[src/rtl/regfile_sb.sv]
// Multi-port register file with a per-register pending scoreboard.
// Reads are combinational with same-cycle writeback bypass; x0 is hardwired to zero.
module regfile_sb #(
  parameter  int XLEN   = 32,
  parameter  int NREG   = 32,
  parameter  int RPORTS = 2,
  localparam int AW     = $clog2(NREG)
) (
  input  logic                   clk,
  input  logic                   rst,
  input  logic [RPORTS-1:0]      rd_en_i,
  input  logic [RPORTS*AW-1:0]   rd_addr_i,
  output logic [RPORTS*XLEN-1:0] rd_data_o,
  output logic [RPORTS-1:0]      rd_busy_o,
  input  logic                   wb_en_i,
  input  logic [AW-1:0]          wb_addr_i,
  input  logic [XLEN-1:0]        wb_data_i,
  input  logic                   iss_en_i,
  input  logic [AW-1:0]          iss_addr_i,
  input  logic                   flush_i,
  output logic [AW:0]            pend_cnt_o
);

  logic [XLEN-1:0] regs [NREG];
  logic [NREG-1:0] pend;
  logic [NREG-1:0] pend_next;
  logic [AW:0]     cnt_next;
  logic            wb_valid;
  logic            iss_valid;

  assign wb_valid  = wb_en_i && (wb_addr_i != '0);
  assign iss_valid = iss_en_i && (iss_addr_i != '0);

  always_ff @(posedge clk or negedge rst) begin
    if (!rst) begin
      for (int i = 0; i < NREG; i++) begin
        regs[i] <= '0;
      end
    end else if (wb_valid) begin
      regs[wb_addr_i] <= wb_data_i;
    end
  end

  // Issue is applied after writeback so a same-cycle issue wins (new producer).
  always_comb begin
    pend_next = pend;
    if (flush_i) begin
      pend_next = '0;
    end else begin
      if (wb_valid) begin
        pend_next[wb_addr_i] = 1'b0;
      end
      if (iss_valid) begin
        pend_next[iss_addr_i] = 1'b1;
      end
    end
    pend_next[0] = 1'b0;
  end

  always_comb begin
    cnt_next = '0;
    for (int i = 0; i < NREG; i++) begin
      cnt_next = cnt_next + (AW+1)'(pend_next[i]);
    end
  end

  always_ff @(posedge clk or negedge rst) begin
    if (!rst) begin
      pend       <= '0;
      pend_cnt_o <= '0;
    end else begin
      pend       <= pend_next;
      pend_cnt_o <= cnt_next;
    end
  end

  // Reset gating keeps the bypass path from leaking writeback data during reset.
  for (genvar p = 0; p < RPORTS; p++) begin : g_rd
    logic [AW-1:0] addr;
    logic          act;
    logic          hit;

    assign addr = rd_addr_i[p*AW +: AW];
    assign act  = rst && rd_en_i[p] && (addr != '0);
    assign hit  = wb_en_i && (wb_addr_i == addr);

    assign rd_data_o[p*XLEN +: XLEN] = !act ? '0 : (hit ? wb_data_i : regs[addr]);
    assign rd_busy_o[p]              = act && !hit && pend[addr];
  end

endmodule

[config.mk]
export PLATFORM = sky130hd
export DESIGN_NAME = regfile_sb
export DESIGN_NICKNAME = d
export VERILOG_FILES = /design/src/rtl/regfile_sb.sv
export SDC_FILE = /design/constraint.sdc
export NUM_CORES = 2
export LEC_CHECK = 0
export BUFFER_PORTS_ARGS = -buffer_cell sky130_fd_sc_hd__buf_2
export CAP_MARGIN = 0
export CORE_ASPECT_RATIO = 2
export CORE_MARGIN = 1.5
export CORE_UTILIZATION = 25
export DETAILED_ROUTE_END_ITERATION = 10
export GPL_TIMING_DRIVEN = 0
export SLEW_MARGIN = 20
export SYNTH_ARGS = -nofsm -noshare
export SYNTH_HDL_FRONTEND = slang
export SYNTH_SLANG_ARGS = --single-unit
[constraint.sdc]
create_clock -name clk -period 5.3 [get_ports clk]
set_clock_uncertainty 0.15 [all_clocks]
set_input_delay 0.53 -clock clk [delete_from_list [all_inputs] [get_ports clk]]
set_output_delay 0.53 -clock clk [all_outputs]
set_load 0.03 [all_outputs]
==> flow_summary.json <==
{
  "whs_path_depth": 2,
  "synth-seq-cells": 1061,
  "cts_buffers": 94,
  "max_stage_delay_ns": 0.99,
  "synth_cells": 4074,
  "reg2reg_to": "pend_cnt_o[4]",
  "critPathMaxFanout": 10,
  "drive_above_1_share": 0.488,
  "path_cells": "buf_2, buf_2, buf_2, nor2b_1, clkbuf_1, a22oi_1, nand3_1, nand2_1, o21ai_0, buf_2",
  "path_class": "primary input to output pin",
  "grt_pass1_vias": 45300,
  "io_pins": 131,
  "rrSetupSlack_ns": -0.01,
  "clockBufferDepth": 3,
  "irDropWorstVdd_v": 0.000264,
  "maxCapViolCount": 0,
  "crit_family": "buffers and inverters",
  "clkSinkCount": 1061,
  "synth_cell_types": 58,
  "synthesis.area_sq_um": 57800,
  "ys.flop_type": "dfrtp_1",
  "cp.arrival_ns": 4.85,
  "reg2reg_depth": 18,
  "vias": 44500,
  "pwr_density_cell_nw_per_um2": 352,
  "clk-insertion-delay-late_ns": 0.72,
  "place.gp.congestion": 1.02,
  "final_common_cell": "dfrtp_1",
  "ys.warnings.count": 0,
  "crit_required_ns": 4.62,
  "synth_edf_count": 0,
  "synthToLayoutAreaGrowth_pct": 18.0,
  "crit_slowest_cell": "clkbuf_1",
  "fin_nets": 4497,
  "antenna_found_initial": 44,
  "cts.clk_slew.worst_paths_ns": 0.07,
  "place_inst": 7249,
  "worst_slew_pin_slew_ns": 1.32,
  "grt_util_all_layers": 0.276,
  "cts.htree.levels": 3,
  "whs_ns": 0.0105,
  "hold_violations": 0,
  "cts_tree": "done",
  "grt_overflow_total": 0,
  "fin_ws_ns": -0.230,
  "fmax_mhz": 181,
  "syn_nets": 4163,
  "wl_per_cell_um": 43.1,
  "p_leak_nw": 29.2,
  "first_pass_iters": 11,
  "rows": 249,
  "clock-root-buffer": "clkbuf_16",
  "min_from": "wb_data_i[25]",
  "violations": "design-rule violations, negative setup slack",
  "drv_slew": 0,
  "setup_viol": 5,
  "postRouteAntennaNets": 0,
  "crit_cells": 10,
  "max_slew_margin": 0.119,
  "yosysSeqAreaShare": 0.460,
  "dieWidth_um": 343,
  "worstHoldEndpoint": "regs[25]",
  "design.core.area_sq_um": 230000,
  "layout_min_cycle_time_ns": 5.53,
  "portBuffers": 117,
  "finalPower_mw": 24.0,
  "drt-initial-drc-count": 5158,
  "dieArea_sq_um": 234000,
  "finalNonFillerCells": 7542,
  "via_per_inst": 5.91,
  "grt_pass1_wl_um": 428000,
  "drcViolationCount": 21,
  "initial_core_util": 0.251,
  "async_reset_ff_frac": 1.00,
  "cp-start-kind": "primary input",
  "dpl.hpwl_um": 230000,
  "hp-class": "primary input to flip-flop",
  "min_period_over_period": 1.04,
  "totalWireLength_um": 325000,
  "nFillCells": 23200,
  "outcome": "finished with violations",
  "syn_area_per_cell_sq_um": 14.2,
  "die_h_um": 683,
  "grt_max_degree": 137,
  "reg2reg_from": "pend[28]",
  "crit_buf_inv": 5,
  "endpoint_kind": "output pin",
  "grt_setup_unrepaired": "yes",
  "mostFrequentLayoutCells": "1061 x dfrtp_1, 1019 x mux2_2, 410 x mux4_2",
  "crit_top_cell": "buf_2"
}
## flip-flops by register name, indices dropped and copies added, names as in the netlist
| register | cells |
|---|---|
| regs | 1024 |
| pend | 31 |
| pend_cnt_o | 6 |
## report_power, final
part           internal [mW]  leakage (nW)  switching (mW)
logic                   2.76          14.0            2.68
registers               9.58          13.6            1.20
clock network           4.16          1.62            3.61
## cell families (layout without fill, tap and decap cells)
group                      Yosys count  in the layout  synth area share
DFF                               1061           1061             0.460
AOI/OAI and AO/OA                  432            432            0.0555
and+or+nand+nor                    382            382            0.0343
muxes                             1664           1664             0.400
adders and majority gates           30             30           0.00949
buffers and inverters              492            907            0.0388
other                                0             41                 0
xor gates and xnor gates            13             13           0.00197
## final cells by class
type | count | area (sq um) | area share
multi-input combinational | 2521 | 29400 | 0.431
sequential | 1061 | 26600 | 0.390
tap | 3012 | 3770 | 0.0553
clock buffer | 121 | 2610 | 0.0382
buffer | 454 | 2490 | 0.0366
timing repair buffer | 243 | 2380 | 0.0350
clock inverter | 56 | 707 | 0.0104
inverter | 33 | 126 | 0.00185
antenna | 41 | 103 | 0.00151
## stage by stage
stage | TNS, ns | instance area, sq um | util | setup slack (ns)
6_report | -0.472 | 68100 | 0.296 | -0.230
5_1_grt | -0.336 | 68000 | 0.296 | -0.242
4_1_cts | -0.0685 | 67800 | 0.295 | -0.0645
3_5_place_dp | -12.17 | 63400 | 0.276 | -1.75
3_3_place_gp | - | 62300 | 0.271 | -20.32
2_1_floorplan | -2.04 | 57900 | - | -0.595
## how the worst max path moves through the flow
stage | start | end | slack, ns
4_1_cts | iss_addr_i[4] | pend_cnt_o[4] | -0.06
5_1_grt | wb_en_i | pend_cnt_o[4] | -0.24
6_report | rd_addr_i[7] | rd_data_o[42] | -0.23
2_1_floorplan | wb_addr_i[2] | pend_cnt_o[4] | -0.59
3_3_place_gp | rst | regs[146] | -20.32
3_5_place_dp | wb_addr_i[3] | pend_cnt_o[4] | -1.75
## worst reg2reg max path, cell delays in order, from the launching register on
cell and delay (ns):
dfrtp_1 0.39, nor2b_1 0.15, a21oi_1 0.13, nor2_1 0.09, fa_1 0.53, inv_1 0.06, fa_1 0.50, inv_1 0.05
fa_1 0.48, inv_1 0.05, fa_1 0.46, fa_1 0.48, fa_1 0.51, inv_2 0.05, fa_2 0.37, fa_2 0.35
a21o_1 0.17, a21oi_2 0.12, xnor2_1 0.15
## synthesized netlist by cell type (all sizes together) (33+ instances only)
cell	instances	area share
nand3	33	0.0029
mux4	413	0.16
buf	232	0.022
a21oi	49	0.0042
a211oi	39	0.0051
nand2	110	0.0071
nor2	44	0.0029
clkbuf	227	0.015
inv	33	0.0021
a22oi	108	0.014
mux2i	232	0.040
nor3	35	0.0030
mux2	1019	0.20
dfrtp	1061	0.46
o22ai	46	0.0050
## routing by layer
metal	part of all wire	vias to the layer above	GRT usage
met2	0.46	3162	0.443
li1	-	16300	-
met3	0.089	1448	0.0831
met4	0.13	22	0.291
met1	0.31	23600	0.275
met5	0.00050	-	0
## repair_timing
item                                   CTS  global route
gates cloned                             1             0
hold buffers                            24             0
endpoints found under the hold margin  106             0
setup endpoints to repair               22            36
resized for setup                      100            44
setup buffers                           32            20
pin swaps                               21            19
Note: power is estimated with default switching activity, not from simulation.
